==> src/rtl/queue_sink_if.sv <==
// queue_sink_if -- handshake bundle between a queue producer/consumer and
// queue_sink_module.
//   master : drives wr/input_1 (producer) and rd (consumer), observes status
//   slave  : the FIFO itself; returns output_1/valid and empty/full/count/overflow
interface queue_sink_if #(
  parameter int BITS_NUMBER   = 16,
  parameter int FIFO_ELEMENTS = 5
);
  logic                   wr;
  logic [BITS_NUMBER-1:0] input_1;
  logic                   rd;
  logic [BITS_NUMBER-1:0] output_1;
  logic                   valid;
  logic                   empty;
  logic                   full;
  logic [FIFO_ELEMENTS:0] count;
  logic                   overflow;

  modport master (
    output wr, input_1, rd,
    input  output_1, valid, empty, full, count, overflow
  );

  modport slave (
    input  wr, input_1, rd,
    output output_1, valid, empty, full, count, overflow
  );
endinterface

==> src/rtl/queue_sink_module.sv <==
// queue_sink_module -- synchronous FIFO sink of 2**FIFO_ELEMENTS words.
//   clk    : single clock, rising edge
//   reset  : synchronous, active-high
//   bus    : queue_sink_if.slave
//            wr/input_1 write side, rd read request,
//            output_1/valid registered read data with a one-cycle valid pulse,
//            empty/full/count occupancy, overflow sticky dropped-write flag
module queue_sink_module #(
  parameter int BITS_NUMBER   = 16,
  parameter int FIFO_ELEMENTS = 5
) (
  input  logic         clk,
  input  logic         reset,
  queue_sink_if.slave  bus
);

  localparam int DEPTH = 1 << FIFO_ELEMENTS;
  localparam logic [FIFO_ELEMENTS-1:0] PTR_ONE  = {{(FIFO_ELEMENTS-1){1'b0}}, 1'b1};
  localparam logic [FIFO_ELEMENTS:0]   CNT_ONE  = {{FIFO_ELEMENTS{1'b0}}, 1'b1};
  localparam logic [FIFO_ELEMENTS:0]   CNT_FULL = {1'b1, {FIFO_ELEMENTS{1'b0}}};

  logic [BITS_NUMBER-1:0]   mem [DEPTH];

  // Declaration initialisers give simulation power-up values equal to reset.
  logic [FIFO_ELEMENTS-1:0] w_ptr    = '0;
  logic [FIFO_ELEMENTS-1:0] r_ptr    = '0;
  logic [FIFO_ELEMENTS:0]   cnt      = '0;
  logic [BITS_NUMBER-1:0]   out_q    = '0;
  logic                     valid_q  = 1'b0;
  logic                     ovf_q    = 1'b0;

  logic empty_w, full_w, rd_acc, wr_acc;

  // Flags decode straight from the registered count so they line up with it.
  assign empty_w = (cnt == '0);
  assign full_w  = (cnt == CNT_FULL);

  // A read never falls through an empty FIFO; a write at full is only taken
  // when a read frees a slot in the same cycle.
  assign rd_acc  = bus.rd & ~empty_w;
  assign wr_acc  = bus.wr & (~full_w | rd_acc);

  // Array is not reset; stale words stay unreachable because r_ptr can only
  // reach slots that were written since the last reset.
  always_ff @(posedge clk) begin
    if (wr_acc && !reset) mem[w_ptr] <= bus.input_1;
  end

  always_ff @(posedge clk) begin
    if (reset) begin
      w_ptr   <= '0;
      r_ptr   <= '0;
      cnt     <= '0;
      out_q   <= '0;
      valid_q <= 1'b0;
      ovf_q   <= 1'b0;
    end else begin
      valid_q <= rd_acc;
      if (wr_acc) w_ptr <= w_ptr + PTR_ONE;
      if (rd_acc) begin
        out_q <= mem[r_ptr];
        r_ptr <= r_ptr + PTR_ONE;
      end
      case ({wr_acc, rd_acc})
        2'b10:   cnt <= cnt + CNT_ONE;
        2'b01:   cnt <= cnt - CNT_ONE;
        default: cnt <= cnt;
      endcase
      if (bus.wr && !wr_acc) ovf_q <= 1'b1;
    end
  end

  assign bus.output_1 = out_q;
  assign bus.valid    = valid_q;
  assign bus.empty    = empty_w;
  assign bus.full     = full_w;
  assign bus.count    = cnt;
  assign bus.overflow = ovf_q;

endmodule

==> src/flat_wrapper.sv <==
// flat-port wrapper written by rule: the top's interface ports become plain ports
module queue_sink_module_flat 
#(
  parameter int BITS_NUMBER   = 16,
  parameter int FIFO_ELEMENTS = 5
)
  (clk, reset, bus_wr, bus_input_1, bus_rd, bus_output_1, bus_valid, bus_empty, bus_full, bus_count, bus_overflow);
  queue_sink_if #(.BITS_NUMBER(BITS_NUMBER), .FIFO_ELEMENTS(FIFO_ELEMENTS)) bus_i ();
  input  logic clk;
  input  logic reset;
  input wire logic [$bits(bus_i.wr)-1:0] bus_wr;
  input wire logic [$bits(bus_i.input_1)-1:0] bus_input_1;
  input wire logic [$bits(bus_i.rd)-1:0] bus_rd;
  output wire logic [$bits(bus_i.output_1)-1:0] bus_output_1;
  output wire logic [$bits(bus_i.valid)-1:0] bus_valid;
  output wire logic [$bits(bus_i.empty)-1:0] bus_empty;
  output wire logic [$bits(bus_i.full)-1:0] bus_full;
  output wire logic [$bits(bus_i.count)-1:0] bus_count;
  output wire logic [$bits(bus_i.overflow)-1:0] bus_overflow;
  assign bus_i.wr = bus_wr;
  assign bus_i.input_1 = bus_input_1;
  assign bus_i.rd = bus_rd;
  assign bus_output_1 = bus_i.output_1;
  assign bus_valid = bus_i.valid;
  assign bus_empty = bus_i.empty;
  assign bus_full = bus_i.full;
  assign bus_count = bus_i.count;
  assign bus_overflow = bus_i.overflow;
  queue_sink_module #(.BITS_NUMBER(BITS_NUMBER), .FIFO_ELEMENTS(FIFO_ELEMENTS)) u_core (.clk(clk), .reset(reset), .bus(bus_i));
endmodule
==> config.mk <==
export PLATFORM = sky130hd
export DESIGN_NAME = queue_sink_module_flat
export DESIGN_NICKNAME = d
export VERILOG_FILES = /design/src/rtl/queue_sink_if.sv /design/src/rtl/queue_sink_module.sv /design/src/flat_wrapper.sv
export SDC_FILE = /design/constraint.sdc
export NUM_CORES = 1
export LEC_CHECK = 0
export ABC_AREA = 1
export BUFFER_PORTS_ARGS = -buffer_cell sky130_fd_sc_hd__buf_2
export CAP_MARGIN = 20
export CORE_MARGIN = 5
export CORE_UTILIZATION = 60
export DETAILED_ROUTE_END_ITERATION = 8
export GPL_ROUTABILITY_DRIVEN = 1
export PLACE_DENSITY = 0.77
export SLEW_MARGIN = 20
export SYNTH_ARGS = -nofsm -noshare
export SYNTH_HDL_FRONTEND = slang
export SYNTH_SLANG_ARGS = --single-unit
==> constraint.sdc <==
create_clock -name clk -period 3.2 [get_ports clk]
set_input_delay 0.32 -clock clk [delete_from_list [all_inputs] [get_ports clk]]
set_output_delay 0.32 -clock clk [all_outputs]
set_load 0.01 [all_outputs]
# Word-level counts from Yosys, hierarchy flattened

Memory sizes are Yosys's and may differ from the RTL's. A register that Yosys moved wholly into a read port is not among the register bits.
Cells that the tools add are included.
Widths: inputs -> output; s select.

Register bits: 18
Memory bits (writable): 512
Input port bits: 20
Output and inout port bits: 26
Memories kept: 1

Memory list:

| name       | words | width | read ports | clocked after Yosys merged registers in | write ports | RTL line                | RTL |
|---|---|---|---|---|---|---|---|
| u_core.mem | 32    | 16    | 1          | 1                                       | 1           | queue_sink_module.sv:22 | `logic [BITS_NUMBER-1:0] mem [DEPTH];` |

$add $sub $neg: 4
Equal/unequal tests: 3
Multiplexer cells: 3
Bitwise gates (word level): 5
Reduce and logical (&&, ||, !) cells: 6

Operators with widths:

| cell                | number |
|---|---|
| $pmux 6 s2          | 1 |
| $add 5x1->5 const B | 2 |
| $add 6x1->6 const B | 1 |
| $eq 6x6->1 const B  | 1 |
| $logic_not 6->1     | 1 |
| $sub 6x1->6 const B | 1 |
| $and 1x1->1         | 2 |
| $eq 2x1->1 const B  | 1 |
| $eq 2x2->1 const B  | 1 |
| $logic_and 1x1->1   | 2 |
| $logic_not 1->1     | 2 |
| $mux 1              | 2 |
| $not 1->1           | 2 |
| $reduce_bool 2->1   | 1 |
| $or 1x1->1          | 1 |

# Depth between registers and ports, before layout

Gate-level depths: netlist (run 1).

Depth after elaboration: 8
Mapped depth: 14

# Worst setup path after synthesis (run 1)

No wires, ideal clock.

Path type: flip-flop to flip-flop
Start: reg u_core.cnt[0] (netlist: u_core.bus.count[0])
End: mem u_core.mem[0][0] (enable)
Arrival time: 2.058 ns
Path slack: 0.753 ns
Cell stages (with the launch flop): 9
Clock period less this slack: 2.447 ns
Cell sequence: dfxtp_1 nor2_1 nand3_1 nor2_1 nand2_1 nand2_1 nor2_1 nand2_1 nor2_1

RTL lines:

| element                      | RTL line                | RTL |
|---|---|---|
| start: declaration           | queue_sink_module.sv:27 | `logic [FIFO_ELEMENTS:0] cnt = '0;` |
| start signal: assignment     | queue_sink_module.sv:65 | `2'b10: cnt <= cnt + CNT_ONE;` |
| start signal: assignment     | queue_sink_module.sv:66 | `2'b01: cnt <= cnt - CNT_ONE;` |
| start signal: assignment     | queue_sink_module.sv:67 | `default: cnt <= cnt;` |
| $eq 6x6->1                   | queue_sink_module.sv:36 | `assign full_w = (cnt == CNT_FULL);` |
| net bus_full                 | flat_wrapper.sv:17      | `output wire logic [$bits(bus_i.full)-1:0] bus_full;` |
| $not 1->1                    | queue_sink_module.sv:41 | `assign wr_acc = bus.wr & (~full_w \| rd_acc);` |
| $or 1x1->1                   | queue_sink_module.sv:41 |  |
| $and 1x1->1                  | queue_sink_module.sv:41 |  |
| $logic_and 1x1->1            | queue_sink_module.sv:46 | `if (wr_acc && !reset) mem[w_ptr] <= bus.input_1;` |
| $mux 1                       | queue_sink_module.sv:46 |  |
| $mux 1 (not written as such) | queue_sink_module.sv:46 |  |
| end: declaration             | queue_sink_module.sv:22 |  |

The timed path passes the listed nets, and every way through them passes these cells.

# Worst setup path in the final report (run 1)

Start: reg u_core.cnt[0] (netlist: u_core.bus.count[0])
End: mem u_core.mem[30][0] (enable)

Longest elaborated chain between the ends: 8

RTL lines:

| element                        | RTL line                | RTL |
|---|---|---|
| $logic_not 6->1                | queue_sink_module.sv:35 | `assign empty_w = (cnt == '0);` |
| $not 1->1                      | queue_sink_module.sv:40 | `assign rd_acc = bus.rd & ~empty_w;` |
| $and 1x1->1                    | queue_sink_module.sv:40 |  |
| $or 1x1->1 *                   | queue_sink_module.sv:41 |  |
| $and 1x1->1 *                  | queue_sink_module.sv:41 |  |
| $logic_and 1x1->1 *            | queue_sink_module.sv:46 |  |
| $mux 1 *                       | queue_sink_module.sv:46 |  |
| $mux 1 (not written as such) * | queue_sink_module.sv:46 |  |

Every way passes the cells marked *; elsewhere a longest branch is shown, timed or not.

==> results.md, run 1 <==
* Syn avg cell area at approximately 11 sq um
* Rel. slew slack at 0.3567
* Worst Path Buf+Inv at 1
* Share of layout cells above drive strength 1 at 0.08414
* DP Wirelength at ~33000 um
* Hold Vio Cnt, Final at 0
* Starting Density at 0.6078
* Vias/cell at around 5.7
* Row cnt at 71
* Reg area at approximately 16000 sq um
* Slew Limit Fails at 0
* R2r endpoint: u_core.mem[30][0]
* Post-CTS sizing at 0
* Total CTS buffers at 54
* Hold path startpoint: bus_wr
* Outcome: complete, no violations
* Die Footprint at 42160 sq um
* Hold Path Sink: u_core.bus.overflow
* Critical Path Start Type: flop
* P_leak at about 10 nW
* Core Area at around 38000 sq um
* Post-CTS Setup Inserts at 0
* CTS Hold Bufs at 0
* Power density of the placed cells at between 600 and 700 nW/um^2
* Area after DPL at ~24000 sq um
* Type of the tightest min-delay check: input pin to flop
* FMAX at about 400 MHz
* Post-Syn Instances at approximately 2200
* Initial antenna violation count at 0
* Total I/O pin count at between 40 and 50
* Avg WL per Cell at between 20 and 25 um
* Multi-input gate area at roughly 5500 sq um
* Syn. warnings at 0
* Largest net degree at the start of global routing at around 140
* Worst hold stages at 3
* Worst r2r path cells at 9
* CP max stage cell: dfxtp_1
* Synthesized area at approximately 23000 sq um
* Clock Power Share at 0.367
* Synth unique cells at 24
* Largest fanout on the critical path at 16
* Reg2reg start: u_core.bus.count[0]
* Number of fill cells at roughly 2700
* Clk sinks at between 500 and 600
* Crit Path Class: flop to flop
* Post-synthesis sequential area ratio at 0.7014
* Gr ovfl total at 0
* Period utilization at 0.7788
* Setup WS post-layout at slightly above 0.7 ns
* Worst R2R Setup Slack at between 0.7 and 0.8 ns
* Synthesized flop and latch total at 546
* Worst path top cell family by delay: simple AND/OR/NAND/NOR gates
* Sw frac at 0.2739
* Root buf cell: clkbuf_16
* Worst-Skew Late Latency at about 0.6 ns
* Area Overhead vs Synth at 11.55%
* Final setup viols at 0
* Total Wirelength at ~57000 um
* First-pass GRT wire length at roughly 87000 um
* Max stage delay on crit path at 0.46 ns
* DRC Markers at 0
* RSZ-0062 raised after global routing: no
* Routability congestion estimate at about 0.87
* Worst slack at placement at ~0.77 ns
* Period minus WS final at 2.492 ns
* Clock buffer depth at 3
* CTS tree: done
* Initial DRT Pass Iterations at 6
* IO Port Bufs at 45
* DIE WIDTH at between 200 and 250 um
* Clk pin slew, worst setup/hold paths at about 0.06 ns
* Die Height at 205.3 um
* Comb pwr share at 0.160
* Synth Net Count at 2202
* Tot GR Track Use at 0.2725
* Max Cap Violations at 0
* Req. time, crit path at ~3.5 ns
* Worst Clk Skew at between 0.03 and 0.04 ns
* Crit path cell chain: nor2_1, nand3_1, nor2_1, nand2_1, nand2_1, nor2_1, nand2_1, nor2_1, buf_4
* Vias in the first global route at roughly 15000
* CP arrival at 2.76 ns
* Via count at 15760
* Worst Tran Pin Value at around 0.96 ns
* Crit. End Element: flop
* Final Net Count at 2256
* Iteration-0 DRC Markers at 2087
* Final ANT Viol Nets at 0
* Final core occ at 0.6780
* Sequential power share at 0.473
* CP dominant cell by count: nor2_1
* Net Sw Power at 4.635 mW
* Final non-filler cell area at around 26000 sq um
* Final hold slack at between 0.03 and 0.04 ns
* Int Pwr at 12.28 mW
* H-tree depth at 2
* Setup TNS at 0 ns
* Max IR drop VDD at roughly 450 uV
==> metal layers <==
layer	global-route usage	vias up	wire [um]
li1	-	7304	-
met1	0.3745	7390	22120
met2	0.4261	901	26340
met3	0.05516	160	6104
met4	0.1234	0	2628
met5	0	-	0
==> cell usage after synthesis <==
cell type,n,share of area
o22ai_1,1,0.00027
inv_2,2,0.00033
inv_1,224,0.037
fa_1,1,0.00087
nor3b_1,1,0.00033
a21oi_1,63,0.014
buf_1,9,0.0015
o21ai_0,27,0.0059
nand2_1,715,0.12
dfxtp_1,34,0.030
buf_2,73,0.016
o211ai_1,1,0.00033
nor3_1,2,0.00044
nand3_1,318,0.070
a31oi_1,1,0.00027
nand2_2,1,0.00027
o21ai_1,1,0.00022
edfxtp_1,512,0.67
ha_1,9,0.0049
nand4_1,1,0.00027
nor2_1,143,0.023
clkbuf_1,27,0.0044
xnor2_1,3,0.0011
clkinv_1,3,0.00049
==> cells in the final DEF, fill, tap and decap left out, types with 3 or more instances in the layout <==
| cell type | instances |
|---|---|
| bufinv_16 | 3 |
| clkbuf_8 | 9 |
| nor2_1 | 143 |
| nand2_1 | 715 |
| clkinv_2 | 9 |
| dfxtp_1 | 32 |
| buf_2 | 45 |
| inv_1 | 223 |
| buf_4 | 57 |
| ha_1 | 9 |
| xnor2_1 | 3 |
| nand3_1 | 318 |
| a21oi_1 | 63 |
| clkbuf_16 | 55 |
| clkinv_1 | 4 |
| o21ai_0 | 27 |
| buf_12 | 5 |
| clkbuf_1 | 21 |
| edfxtp_1 | 512 |
==> worst register-to-register path, delay by kind of cell, from the launching register on <==
family | cells | cell delay [ns]
buffers and inverters | 1 | 0.27
flip-flops | 1 | 0.46
AND/OR/NAND/NOR | 8 | 1.44
==> sequential cells by signal (all words and copies together), names as in the netlist <==
signal	cells
u_core.bus.valid	1
u_core.r_ptr	5
u_core.w_ptr	5
u_core.bus.output_1	16
u_core.mem	512
u_core.bus.count	6
u_core.bus.overflow	1
==> cell type report <==
cell class	instances	area share
Antenna cell	1	0.00009799
Clock buffer	85	0.06183
Clock inverter	15	0.006124
Inverter	229	0.03395
Multi-Input combinational cell	1288	0.2145
Sequential cell	546	0.6290
Tap cell	511	0.02504
Timing Repair Buffer	107	0.02950
==> how the worst max path moves through the flow <==
stage	cells past startpoint	endpoint	startpoint	slack, ns
2_1_floorplan	8	u_core.mem[0][0]	u_core.bus.count[0]	0.75
3_3_place_gp	9	u_core.mem[30][9]	u_core.bus.count[0]	0.80
3_5_place_dp	9	u_core.mem[30][10]	u_core.bus.count[0]	0.77
4_1_cts	9	u_core.mem[30][13]	u_core.bus.count[0]	0.75
5_1_grt	9	u_core.mem[26][9]	u_core.bus.count[0]	0.46
6_report	9	u_core.mem[30][0]	u_core.bus.count[0]	0.71
==> power groups by stage <==
stage / clock [mW] / sequential [mW] / combinational (mW)
floorplan: 0 / 8.15 / 1.74
global placement: 0 / 8.15 / 2.56
detailed placement: 0 / 8.15 / 2.62
CTS: 6.25 / 8.00 / 2.65
global route: 6.55 / 8.01 / 2.96
finish: 6.22 / 8.00 / 2.70
==> cells by family (layout without fill, tap and decap cells) <==
kind of cell               after synthesis  count (layout)  synth area share
and+or+nand+nor                       1181            1181            0.2115
DFF                                    546             546            0.7014
buffers and inverters                  338             436           0.05941
AOI/OAI and AO/OA                       94              94           0.02077
adders and majority gates               10              10          0.005794
xor gates and xnor gates                 3               3          0.001148
other                                    0               1                 0
==> through the flow <==
| step | power (mW) | cells |
|---|---|---|
| floorplan | 9.887 | 2172 |
| global placement | 10.71 | 2681 |
| detailed placement | 10.78 | 2681 |
| CTS | 16.91 | 2781 |
| global route | 17.52 | 2781 |
| finish | 16.92 | 2782 |
(Power assumes the default switching activity.)
==> run 2: changes to the inputs <==
Clock period 3.2 ns to 2.55 ns, I/O delays scaled along.
==> results.md, run 2 (same netlist as run 1, synthesis figures left out) <==
* Outcome: complete, no violations
* Reg area at 16060 sq um (unchanged)
* DIE WIDTH at 205.3 um (unchanged)
* Req. time, crit path at 2.82 ns (-0.65 ns)
* DP Wirelength at 34800 um (+4.2%)
* Biggest register: u_core.mem
* Crit Path Class: flop to flop
* Number of fill cells at 2768 (+3.6%)
* Total CTS buffers at 53 (-1.9%)
* Leading cell type in the layout, fill and taps excluded: nand2_1
* Row cnt at 71 (unchanged)
* Final core occ at 0.6791 (+0.001096)
* Clock buffer depth at 3 (unchanged)
* Period minus WS final at 2.373 ns (-0.1192 ns)
* Share of layout cells above drive strength 1 at 0.08447 (+0.0003289)
* Max Cap Violations at 0 (unchanged)
* Die Height at 205.3 um (unchanged)
* Routability congestion estimate at 0.9512 (+9.6%)
* Rel. slew slack at 0.3569 (about the same)
* Final Net Count at 2260 (+0.18%)
* Via count at 16090 (+2.1%)
* Iteration-0 DRC Markers at 2023 (-3.1%)
* Crit. End Element: flop
* Final ANT Viol Nets at 0 (unchanged)
* Initial antenna violation count at 0 (unchanged)
* Slew Limit Fails at 0 (unchanged)
* Worst Clk Skew at 0.02116 ns (-0.009802 ns)
* H-tree depth at 2 (unchanged)
* Total I/O pin count at 46 (unchanged)
* Worst-Skew Late Latency at 0.60 ns (about the same)
* First-pass GRT wire length at 89640 um (+3.6%)
* Core Area at 37670 sq um (unchanged)
* Final setup viols at 0 (unchanged)
* Starting Density at 0.6078 (unchanged)
* CP max stage cell: dfxtp_1
* FMAX at 421.4 MHz (+5.0%)
* Worst Tran Pin Value at 0.9646 ns (-0.0003130 ns)
* Clk sinks at 546 (unchanged)
* Power consumption at 21.12 mW (+25%)
* Max stage delay on crit path at 0.48 ns (+0.02 ns)
* Max IR drop VDD at 659.1 uV (+46%)
* Type of the tightest min-delay check: input pin to flop
* Area Overhead vs Synth at 11.73%
* CP arrival at 2.64 ns (-0.12 ns)
* Root buf cell: clkbuf_16
* Setup TNS at 0 ns (unchanged)
* CP dominant cell by count: nor2_1
* Total Wirelength at 59190 um (+3.5%)
* Hold Vio Cnt, Final at 0 (unchanged)
* Period utilization at 0.9305 (+0.1518)
* Clk pin slew, worst setup/hold paths at 0.06 ns (about the same)
* Largest net degree at the start of global routing at 97 (-29%)
* Power density of the placed cells at 825.7 nW/um^2 (+25%)
* Vias in the first global route at 15490 (+2.4%)
* Gr ovfl total at 0 (unchanged)
* Most frequent cells in the layout: nand2_1, edfxtp_1, nand3_1, inv_1, nor2_1
* Multi-input gate area at 5479 sq um (about the same)
* CTS tree: done
* P_leak at 10.23 nW (+0.21%)
* Largest register FFs at 512 (unchanged)
* IO Port Bufs at 45 (unchanged)
* Tot GR Track Use at 0.2830 (+0.01054)
* Crit path cell chain: nor2_1, nand3_1, nor2_1, nand2_1, nand2_1, nor2_1, nand2_2, nor2_1, buf_4
* Critical Path Start Type: flop
* Die Footprint at 42160 sq um (unchanged)
* Antenna diodes at 0 (-1)
* DRC Markers at 0 (unchanged)
* RSZ-0062 raised after global routing: no
* Initial DRT Pass Iterations at 6 (unchanged)
* Vias/cell at 5.779 (+2.0%)
* Avg WL per Cell at 21.26 um (+3.4%)
* Largest fanout on the critical path at 16 (unchanged)
==> run 2: layout make-up <==
cell class                      instances  share of cell area
Clock buffer                           70             0.05679
Sequential cell                       546              0.6280
Tap cell                              511             0.02500
Clock inverter                         28            0.009050
Inverter                              229             0.03390
Timing Repair Buffer                  112             0.03307
Multi-Input combinational cell       1288              0.2142
==> run 2: worst paths after layout <==
| kind | start | slack, ns | endpoint | cells past startpoint |
|---|---|---|---|---|
| hold reg to reg | u_core.bus.output_1[9] | 0.46 | u_core.bus.output_1[9] | 2 |
| setup reg to reg | u_core.bus.count[0] | 0.18 | u_core.mem[11][0] | 9 |
| hold / removal | reset | 0.16 | u_core.bus.overflow | 3 |
| setup / recovery | u_core.bus.count[0] | 0.18 | u_core.mem[11][0] | 9 |
==> run 2: per-stage QoR <==
step / setup slack (ns) / hold WS, ns / cells / instance area, sq um
after floorplan: 0.1032 / 0.3539 / 2172 / 22890
final: 0.1771 / 0.1638 / 2784 / 25580
after detailed placement: 0.1340 / 0.4571 / 2684 / 23870
after global placement: 0.2875 / 0.4498 / 2684 / 23870
after global routing: 0.01615 / 0.1792 / 2784 / 25580
after CTS: 0.1283 / 0.1453 / 2784 / 25580
==> run 2: critical path, delay by kind of cell (launching register included) <==
| kind | cells | cell delay (ns) |
|---|---|---|
| buffers and inverters | 1 | 0.27 |
| AND/OR/NAND/NOR | 8 | 1.31 |
| flip-flops | 1 | 0.48 |
==> run 2: where the power goes <==
part / total (mW) / switching (mW) / internal (mW)
combinational: 3.44 / 2.46 / 0.973
clock: 7.64 / 3.25 / 4.39
sequential: 10.0 / 0.111 / 9.93
==> run 2: timing repair <==
item	4_1_cts	5_1_grt
hold buffers	2	0
setup buffers	0	0
endpoints found under the hold margin	1	0
resized for setup	0	1
endpoints found under the setup margin	0	1
==> run 2: metal layers <==
metal	vias up	routed length, um	track usage
met5	-	0	0
met4	0	2728	0.1151
met3	182	6918	0.06257
met2	1008	27530	0.4471
met1	7593	22020	0.3872
li1	7305	-	-
